## src/rtl/led_feedback.sv

```systemverilog
// led_feedback: acknowledgement blinker for the pet controller.
// Plays BLINKS on/off pairs on the LED of the accepted action (feed or
// medicate). It keeps at most one pending request per action, and serves
// comida first when both actions are requested at the same time.
//
// Ports:
//   clk          system clock (rising edge)
//   reset        asynchronous, active-high reset
//   test         selects the fast half-period (HALF_PERIOD/TEST_DIV, min 1)
//   ev_comida    single-cycle food event
//   ev_medicina  single-cycle medicine event
//   led_comida   food LED (registered)
//   led_medicina medicine LED (registered)
//   busy         high while a sequence plays (registered)
//   overrun      one-cycle pulse when an event is dropped (registered)
module led_feedback #(
  parameter int unsigned HALF_PERIOD = 12500000,
  parameter int unsigned TEST_DIV    = 1000,
  parameter int unsigned BLINKS      = 3
) (
  input  logic clk,
  input  logic reset,
  input  logic test,
  input  logic ev_comida,
  input  logic ev_medicina,
  output logic led_comida,
  output logic led_medicina,
  output logic busy,
  output logic overrun
);

  localparam int unsigned CW      = $clog2(HALF_PERIOD) + 1;
  localparam int unsigned HP_FAST = ((HALF_PERIOD / TEST_DIV) < 1) ? 1 : (HALF_PERIOD / TEST_DIV);
  localparam int unsigned BW      = $clog2(BLINKS + 1);

  localparam logic [CW-1:0] LAST_NORM  = CW'(HALF_PERIOD - 1);
  localparam logic [CW-1:0] LAST_FAST  = CW'(HP_FAST - 1);
  localparam logic [BW-1:0] LAST_BLINK = BW'(BLINKS - 1);

  typedef enum logic [1:0] {S_IDLE, S_ON, S_OFF} state_e;
  typedef enum logic {CH_COMIDA, CH_MEDICINA} chan_e;

  state_e        state_q, state_d;
  chan_e         chan_q, chan_d;
  logic [CW-1:0] cnt_q, cnt_d;
  logic [BW-1:0] blk_q, blk_d;
  logic          fast_q, fast_d;
  logic          pend_c_q, pend_c_d;
  logic          pend_m_q, pend_m_d;
  logic          led_c_q, led_c_d;
  logic          led_m_q, led_m_d;
  logic          busy_q, busy_d;
  logic          ovr_q, ovr_d;

  logic phase_last;
  logic decide;
  logic req_c, req_m;

  always_ff @(posedge clk or posedge reset) begin
    if (reset) begin
      state_q  <= S_IDLE;
      chan_q   <= CH_COMIDA;
      cnt_q    <= '0;
      blk_q    <= '0;
      fast_q   <= 1'b0;
      pend_c_q <= 1'b0;
      pend_m_q <= 1'b0;
      led_c_q  <= 1'b0;
      led_m_q  <= 1'b0;
      busy_q   <= 1'b0;
      ovr_q    <= 1'b0;
    end else begin
      state_q  <= state_d;
      chan_q   <= chan_d;
      cnt_q    <= cnt_d;
      blk_q    <= blk_d;
      fast_q   <= fast_d;
      pend_c_q <= pend_c_d;
      pend_m_q <= pend_m_d;
      led_c_q  <= led_c_d;
      led_m_q  <= led_m_d;
      busy_q   <= busy_d;
      ovr_q    <= ovr_d;
    end
  end

  always_comb begin
    state_d  = state_q;
    chan_d   = chan_q;
    cnt_d    = cnt_q;
    blk_d    = blk_q;
    fast_d   = fast_q;
    // Any event becomes pending unless a decision point consumes it below.
    pend_c_d = pend_c_q | ev_comida;
    pend_m_d = pend_m_q | ev_medicina;
    // An event is dropped only when its channel already has a request queued.
    ovr_d    = (ev_comida & pend_c_q) | (ev_medicina & pend_m_q);
    decide   = 1'b0;
    req_c    = 1'b0;
    req_m    = 1'b0;
    // fast_q holds the half-period choice sampled when the phase began.
    phase_last = (cnt_q == (fast_q ? LAST_FAST : LAST_NORM));

    case (state_q)
      S_IDLE: decide = 1'b1;
      S_ON: begin
        if (phase_last) begin
          state_d = S_OFF;
          cnt_d   = '0;
          fast_d  = test;
        end else begin
          cnt_d = cnt_q + CW'(1);
        end
      end
      S_OFF: begin
        if (phase_last) begin
          if (blk_q == LAST_BLINK) begin
            decide = 1'b1;
          end else begin
            state_d = S_ON;
            cnt_d   = '0;
            fast_d  = test;
            blk_d   = blk_q + BW'(1);
          end
        end else begin
          cnt_d = cnt_q + CW'(1);
        end
      end
      default: state_d = S_IDLE;
    endcase

    // Decision point: idle, or the last cycle of the final OFF phase.
    // Events arriving now count alongside the pending flags, so nothing
    // arriving on the boundary is lost.
    if (decide) begin
      req_c  = pend_c_q | ev_comida;
      req_m  = pend_m_q | ev_medicina;
      cnt_d  = '0;
      blk_d  = '0;
      fast_d = test;
      if (req_c) begin
        state_d  = S_ON;
        chan_d   = CH_COMIDA;
        pend_c_d = 1'b0;
        pend_m_d = req_m;
      end else if (req_m) begin
        state_d  = S_ON;
        chan_d   = CH_MEDICINA;
        pend_m_d = 1'b0;
      end else begin
        state_d = S_IDLE;
      end
    end

    // Outputs are registered versions of the next state.
    led_c_d = (state_d == S_ON) && (chan_d == CH_COMIDA);
    led_m_d = (state_d == S_ON) && (chan_d == CH_MEDICINA);
    busy_d  = (state_d != S_IDLE);
  end

  assign led_comida   = led_c_q;
  assign led_medicina = led_m_q;
  assign busy         = busy_q;
  assign overrun      = ovr_q;

endmodule

```

## config.mk

```make
export PLATFORM = sky130hd
export DESIGN_NAME = led_feedback
export DESIGN_NICKNAME = d
export VERILOG_FILES = /design/src/rtl/led_feedback.sv
export SDC_FILE = /design/constraint.sdc
export NUM_CORES = 1
export LEC_CHECK = 0
export ABC_AREA = 0
export BUFFER_PORTS_ARGS = -buffer_cell sky130_fd_sc_hd__buf_2
export CAP_MARGIN = 20
export CORE_MARGIN = 10
export CORE_UTILIZATION = 45
export CTS_CLUSTER_SIZE = 14
export DETAILED_ROUTE_END_ITERATION = 16
export PLACE_DENSITY = 0.73
export RECOVER_POWER = 50
export SLEW_MARGIN = 15
export SYNTH_ARGS = -nofsm -noshare
export SYNTH_HDL_FRONTEND = slang
export SYNTH_SLANG_ARGS = --single-unit
export TNS_END_PERCENT = 5
```

## constraint.sdc

```tcl
create_clock -name clk -period 2.5 [get_ports clk]
set_input_delay 0.5 -clock clk [delete_from_list [all_inputs] [get_ports clk]]
set_output_delay 0.5 -clock clk [all_outputs]
set_load 0.05 [all_outputs]
```

==> summary by stage, run 1 <==
Detailed routing
In the final routing, the length of wire on met1 measures 2020 um. The total via count in the routed design is 1606. The total met2 wirelength after detailed routing is 1910 um. The first TritonRoute pass finished after 4 iterations. The wire length on met3 is 202 um. The DRC violation count after routing is 0.

Wires add up to 4240 um. In this run, the number of DRC markers left after iteration 0 of detailed routing was 142. The number of routed nets with antenna violations is 0.

The highest signal layer in the routed design is met4. Dividing the detail-routed wire length by the instance count gives 15.2 um. After detailed routing, the number of vias per cell comes to 5.78.

Worst setup path
The capturing element type of the critical path is a register. The critical path goes through ha_1, nor3b_1, nand4_1, a211oi_2, maj3_4, mux2_1. In this run the worst path has a maximum fanout of 13. The required arrival time at the worst endpoint is 2.68 ns. The delay contributed by the slowest stage of the critical path is 0.41 ns. The startpoint of the worst-slack reg-to-reg timing path is cnt_q[0]. The worst setup path is of the register to register kind. The critical path startpoint category is a register.

The data arrival time at the worst-slack endpoint is 2.40 ns. The number of buffers and inverters on the critical path is 0. The startpoint of the most critical setup path is cnt_q[0]. The slowest stage cell on the critical path is sky130_fd_sc_hd__dfrtp_1.

Among cell families on the critical path, the largest total delay comes from adder cells.

Logic synthesis
The number of instances in the synthesized netlist is 209. The area share of the largest cell type after synthesis is 0.460. The cell taking the most area after synthesis is sky130_fd_sc_hd__dfrtp_1. The mean post-synth cell area is 9.64 um2. After synthesis the cells add up to 2010 um2.

For this run, the register share of the synthesized area comes to 0.460. The number of enable-type register cells in the synthesized netlist is 0. In the synthesized netlist the async set-or-reset flop fraction comes to 1.00.

Synthesis instantiated 45 different standard cells from the library. The count of state elements after synthesis is 37. When the netlist entered floorplanning its net count stood at 216. In the post-synthesis netlist, the biggest area contributors are sky130_fd_sc_hd__dfrtp_1 (46%), sky130_fd_sc_hd__nor2_1 (5.6%), sky130_fd_sc_hd__xnor2_1 (4.8%). The dominant synthesized flop cell is sky130_fd_sc_hd__dfrtp_1.

The number of warnings printed during yosys synthesis is 0.

Pwr
Overall power consumption after layout is estimated at 1.04 mW. The analysis attributes to net switching a power of 229 uW. Of the total power, the share spent switching nets is 0.221. The share of total power in the clock network is 0.386. The maximum resistive drop on vdd is 0.272 mV. The fraction of power consumed by sequential logic is 0.582. The share of total power dissipated in combinational logic is 0.031.

The internal power of the cells totals 807 uW. The total power divided by cell area is 468 nW/um2. The leakage power summed over all cells is 0.907 nW.

Timing
In this run the tightest slew margin relative to its limit is -0.307. The slew of the pin with the lowest slew margin is 1.96 ns. The final-layout worst hold slack is 0.426 ns.

The time the worst path needs with I/O delays and setup is 2.22 ns. The share of the clock period used by the worst path is 0.887. The worst clock skew is 0.00713 ns. The number of max-slew violations in the final report is 38. The total negative slack is 0 ns. Timing would allow up to 0.451 GHz. The final number of hold-violating endpoints is 0. Setup repair after global routing left no endpoint under its margin.

Setup violations remaining at the end of the flow were counted as 0.

Hold path
The launch point of the worst hold path is test. The class of the worst hold path is input port to register.

Finish
The share of final-layout standard cells stronger than drive strength 1 is 0.133. The library cell used most frequently in the layout, excluding fill and tap cells, is sky130_fd_sc_hd__dfrtp_1. The signed area change from the synthesized netlist to the final layout is 9.81%. Once layout is complete, the utilization of the core stands at 0.508.

The top cell types in the final layout, fill and taps aside, are sky130_fd_sc_hd__dfrtp_1 (37), sky130_fd_sc_hd__nor2_1 (30), sky130_fd_sc_hd__nand2_1 (15), sky130_fd_sc_hd__nand4_1 (14). In the final design database the tool counted 232 nets. After routing the design area is 2210 um2. The number of diodes is 0.

Die
Row generation in the floorplan step produced 24 rows. The I/O pin total is 9. The vertical extent of the die is 86.9 um.

The die extent in x is 86.9 um. The core region is 4350 um2. The die outline area is 7550 um2. The starting density of the core is 0.463.

Global route
Entering global routing, the biggest net connects 38 pins. The number of global-route vias before repair is 1530. The first-pass GRT wire length is 7320 um.

The initial antenna violation count was 0. Across every metal layer, demand over resource in global routing totals 0.121. After global routing the overflow that remains totals 0.

Clock network
The post-cts repair resize count is 0. The total CTS buffers is 5. TritonCTS built the clock tree.

The post-CTS setup repair buffer count is 0. The clock network latency to the later pin of the worst-skew pair is 0.29 ns. The clock drives 37 sinks. The clock tree buffer depth is 2. Hold repair after CTS inserted 0 buffers.

The clock-pin slew of the registers on the worst-case setup and hold paths is 0.07 ns. The cell chosen for the clock root is sky130_fd_sc_hd__clkbuf_8. CTS built an H-tree with a depth of 2.

Placed design
The count of buffers from port buffering is 8. The estimated wirelength of the detail-placed design is 3030 um. The weighted congestion reported at the end of routability-driven placement is 0.944.

In this run the cell area measured after placement is 2130 um2.

Job
The tool flagged a number of max-cap violations equal to 1.

Run status
The flow ran to the end, but the final reports show violations. The final reports fail on max-capacitance violations, max-slew violations.
[synth_stat cells (5+ instances only)]
master and count:
sky130_fd_sc_hd__a21oi_1 5, sky130_fd_sc_hd__and4_1 5, sky130_fd_sc_hd__dfrtp_1 37, sky130_fd_sc_hd__inv_1 10
sky130_fd_sc_hd__nand2_1 15, sky130_fd_sc_hd__nand3_1 11, sky130_fd_sc_hd__nand4_1 14, sky130_fd_sc_hd__nor2_1 30
sky130_fd_sc_hd__nor3_1 7, sky130_fd_sc_hd__nor4_1 6, sky130_fd_sc_hd__o21ai_0 5, sky130_fd_sc_hd__xnor2_1 11
sky130_fd_sc_hd__xor2_1 11
[registers in the layout (all words and copies together), names as in the netlist]
register,flops
led_comida,1
blk_q,2
state_q,2
pend_c_q,1
overrun,1
pend_m_q,1
cnt_q,25
fast_q,1
busy,1
led_medicina,1
chan_q,1
[cells by family (layout without fill, tap and decap cells)]
logic type,count (synthesis),in the layout,synth area share
fa+ha+maj,3,3,0.0193
simple gates,100,100,0.265
flops,37,37,0.460
xor+xnor,22,22,0.0956
buf+inv,18,35,0.0460
mux,4,4,0.0230
compound gates,25,25,0.0919
[per-layer routing]
metal | vias up | track usage
li1 | 788 | -
met5 | - | 0
met3 | 11 | 0.0403
met1 | 773 | 0.156
met4 | 0 | 0.0560
met2 | 34 | 0.177
[worst register-to-register path: cells and delay by family, from the launching register on]
kind,cells,cell delay [ns]
DFF,1,0.41
AOI/OAI and AO/OA,1,0.35
and+or+nand+nor,2,0.41
adders and majority gates,2,0.62
muxes,1,0.33
[worst paths after layout]
check	to	slack [ns]	depth (start not counted)
min in group asynchronous	chan_q	0.91	3
max	fast_q	0.28	6
min reg2reg	blk_q[0]	0.48	1
min	fast_q	0.43	2
max reg2reg	fast_q	0.28	6
max in group asynchronous	cnt_q[19]	0.47	3
[metrics by stage]
stage	setup slack [ns]	std cells
after floorplan	0.465	209
after global placement	0.290	270
after detailed placement	0.210	270
after CTS	0.196	278
after global routing	0.0773	278
final	0.281	278
[area by class of cell]
| cell class | count | area (um2) |
|---|---|---|
| Timing Repair Buffer | 17 | 103 |
| Fill cell | 394 | 2140 |
| Inverter | 10 | 37.5 |
| Tap cell | 52 | 65.1 |
| Multi-Input combinational cell | 154 | 1000 |
| Sequential cell | 37 | 926 |
| Clock buffer | 8 | 80.1 |
[power by group through the flow]
stage | Combinational, mW | Clock (mW) | Sequential, mW
after CTS | 0.0345 | 0.410 | 0.603
after detailed placement | 0.0344 | 0 | 0.614
final | 0.0325 | 0.400 | 0.603
after global routing | 0.0360 | 0.435 | 0.603
after global placement | 0.0341 | 0 | 0.614
after floorplan | 0.0129 | 0 | 0.623
No activity file was read; power rests on OpenSTA's default activity.
==> inputs of run 2 (changes only) <==
--- a/config.mk
+++ b/config.mk
@@ -12,8 +12,9 @@
 export CORE_UTILIZATION = 45
 export CTS_CLUSTER_SIZE = 14
 export DETAILED_ROUTE_END_ITERATION = 16
-export PLACE_DENSITY = 0.73
+export PLACE_DENSITY_LB_ADDON = 0.15
 export RECOVER_POWER = 50
+export REMOVE_ABC_BUFFERS = 1
 export SLEW_MARGIN = 15
 export SYNTH_ARGS = -nofsm -noshare
 export SYNTH_HDL_FRONTEND = slang
==> run 2 against run 1 <==
Net effect:
- the run now ends clean
- wire length increased by 2.6%
- die area unchanged
- non-clock buffer count decreased by 2
- critical path type unchanged
- critical endpoint unchanged
- largest cell class unchanged
==> summary by stage, run 2 (same netlist as run 1, synthesis figures left out) <==
Placed design
The post-place instance area is 2120 um2. The count of buffers from port buffering is 8. After legalization and detailed placement, the total HPWL measured 3150 um. The weighted congestion reported at the end of routability-driven placement is 0.940.

Run status
The run finished with clean final reports.

Hold path
In this run the worst hold path is classified as input port to asynchronous set/reset pin.

Global route
The global route total overflow is 0. The met1 track demand over resource in global routing is 0.161. In the global route stage, overall resource usage came out at 0.122. The initial antenna violation count is 0. For this run, global-route usage on met3 was measured as 0.0337. The most congested layer reported by global routing is met2.

For met2 alone, demand over resource in global routing was 0.179. Entering global routing, the biggest net connects 38 pins. The first-pass GRT wire length is 7430 um.

The number of global-route vias before repair is 1548.

Finish
The leading cell type in the layout, fill and taps excluded is sky130_fd_sc_hd__dfrtp_1. In the final layout, the registers with the most flip-flops are cnt_q (25), blk_q (2), state_q (2). The top cell types in the final layout, fill and taps aside, are sky130_fd_sc_hd__dfrtp_1 (37), sky130_fd_sc_hd__nor2_1 (30), sky130_fd_sc_hd__nand2_1 (15), sky130_fd_sc_hd__nand4_1 (14). Fill cells in the final layout number 405.

Compared with the post-synthesis result, the final layout area differs by 10.9%. The register containing the most flip-flops in the final layout is cnt_q. The final core utilization is 0.513. The repair_antennas step left the layout with diodes totalling 0. The flip-flop count of the largest register, all copies and words added is 25. Once layout is done, the placed cells without fillers occupy 2230 um2. The share of final-layout standard cells stronger than drive strength 1 is 0.138. For this run, the post-layout net count is 230.

Die
The die covers 7550 um2. The floorplan has 24 rows. The placeable core area is 4350 um2. The I/O pin total is 9.

The die extent in x is 86.9 um. For this configuration, the core starts out at a cell density of 0.463. The vertical extent of the die is 86.9 um.

Timing
The number of max-slew violations in the final report is 0. Measured against its own limit, the worst slew margin works out to 0.404. For the pin with the worst max-slew slack, the measured transition is 0.893 ns.

Timing would allow up to 0.460 GHz. Setup repair after global routing left no endpoint under its margin. The worst clock skew is 0.00756 ns. The share of the clock period used by the worst path is 0.869. The final number of setup-violating endpoints is 0. The final number of hold-violating endpoints is 0. The time the worst path needs with I/O delays and setup is 2.17 ns. The total negative slack is 0 ns.

Worst setup path
The top fanout value on the critical path is 10. The startpoint of the worst-slack reg-to-reg timing path is cnt_q[0]. The destination of the worst register-to-register timing path is fast_q. Data on the critical path arrives at its endpoint at 2.35 ns.

The capturing element type of the critical path is a register. The category of the most critical setup path is register to register. The critical path startpoint category is a register. Across all register-to-register paths, the minimum setup slack is 0.33 ns. The startpoint of the most critical setup path is cnt_q[0].

The required arrival time at the worst endpoint is 2.68 ns. The number of cells on the worst reg-to-reg path is 6.

Clock network
The clock network latency to the later pin of the worst-skew pair is 0.30 ns. In this run the clock root is driven by a sky130_fd_sc_hd__clkbuf_8. The clock tree buffer depth is 2. The clock-pin slew of the registers on the worst-case setup and hold paths is 0.08 ns. The post-CTS setup repair buffer count is 0. The TritonCTS clock tree is built. The number of hold-repair buffers added at the cts stage is 0. Counting the buffers created by CTS gives 5.

The total number of H-tree levels is 2. The clock net in this run drives a total of 37 sinks.

Pwr
The worst-case IR drop observed on VDD is 0.278 mV. In this run the power density over the cells is 526 nW/um2. Summed over all cells, the static leakage comes to 0.917 nW.

Detailed routing
The via density per instance is 5.66. In this run, the number of DRC markers left after iteration 0 of detailed routing was 150. The final route contains 1562 vias. Dividing the detail-routed wire length by the instance count gives 15.8 um.

The number of routed nets with antenna violations is 0. The total wirelength of the detailed-routed design is 4350 um. The first-pass iteration count of the detailed router is 4. The DRC violation count after routing is 0.

Job
Across the run, the number of max-cap violations was 0.
-- run 2: layout make-up --
class | count | area [um2] | share of cell area
clock buffers | 7 | 86.3 | 0.0386
clock inverters | 1 | 30.0 | 0.0134
inverters | 10 | 37.5 | 0.0168
multi-input cells | 154 | 1000 | 0.448
flip-flops and latches | 37 | 926 | 0.414
well taps | 52 | 65.1 | 0.0291
repair buffers | 15 | 88.8 | 0.0398
-- run 2: layer usage --
layer	up-vias	share of wire
met2	36	0.44
met4	0	0.026
met3	11	0.045
li1	774	-
met5	-	0
met1	741	0.49
-- run 2: worst max-delay path by stage --
stage | endpoint | cells past startpoint
final | fast_q | 6
after global routing | cnt_q[8] | 7
after CTS | fast_q | 6
after detailed placement | fast_q | 6
after global placement | fast_q | 6
after floorplan | fast_q | 6
-- run 2: stage by stage --
step | hold slack (ns) | std cells | worst slack [ns] | total power, mW
6_report | 0.460 | 276 | 0.328 | 1.17
2_1_floorplan | 0.441 | 201 | 0.350 | 0.636
3_3_place_gp | 0.489 | 268 | 0.279 | 0.649
4_1_cts | 0.317 | 276 | 0.177 | 1.18
3_5_place_dp | 0.467 | 268 | 0.187 | 0.649
5_1_grt | 0.468 | 276 | 0.120 | 1.21
-- run 2: critical path: stages, from the launching register on --
cell and delay, ns:
sky130_fd_sc_hd__dfrtp_1 0.42, sky130_fd_sc_hd__ha_1 0.24, sky130_fd_sc_hd__nor3b_1 0.21, sky130_fd_sc_hd__nand4_1 0.18, sky130_fd_sc_hd__a211oi_2 0.35, sky130_fd_sc_hd__maj3_4 0.34, sky130_fd_sc_hd__mux2_1 0.33
-- run 2: timing repair --
| item | 4_1_cts | 5_1_grt |
|---|---|---|
| endpoints found under the hold margin | 0 | 0 |
| endpoints found under the setup margin | 0 | 17 |
| resized for setup | 0 | 1 |
-- run 2: where the power goes --
part	internal, mW	switching (mW)	leakage [nW]
combinational	0.00720	0.0259	0.387
clock	0.325	0.213	0.0585
sequential	0.601	0.00141	0.471
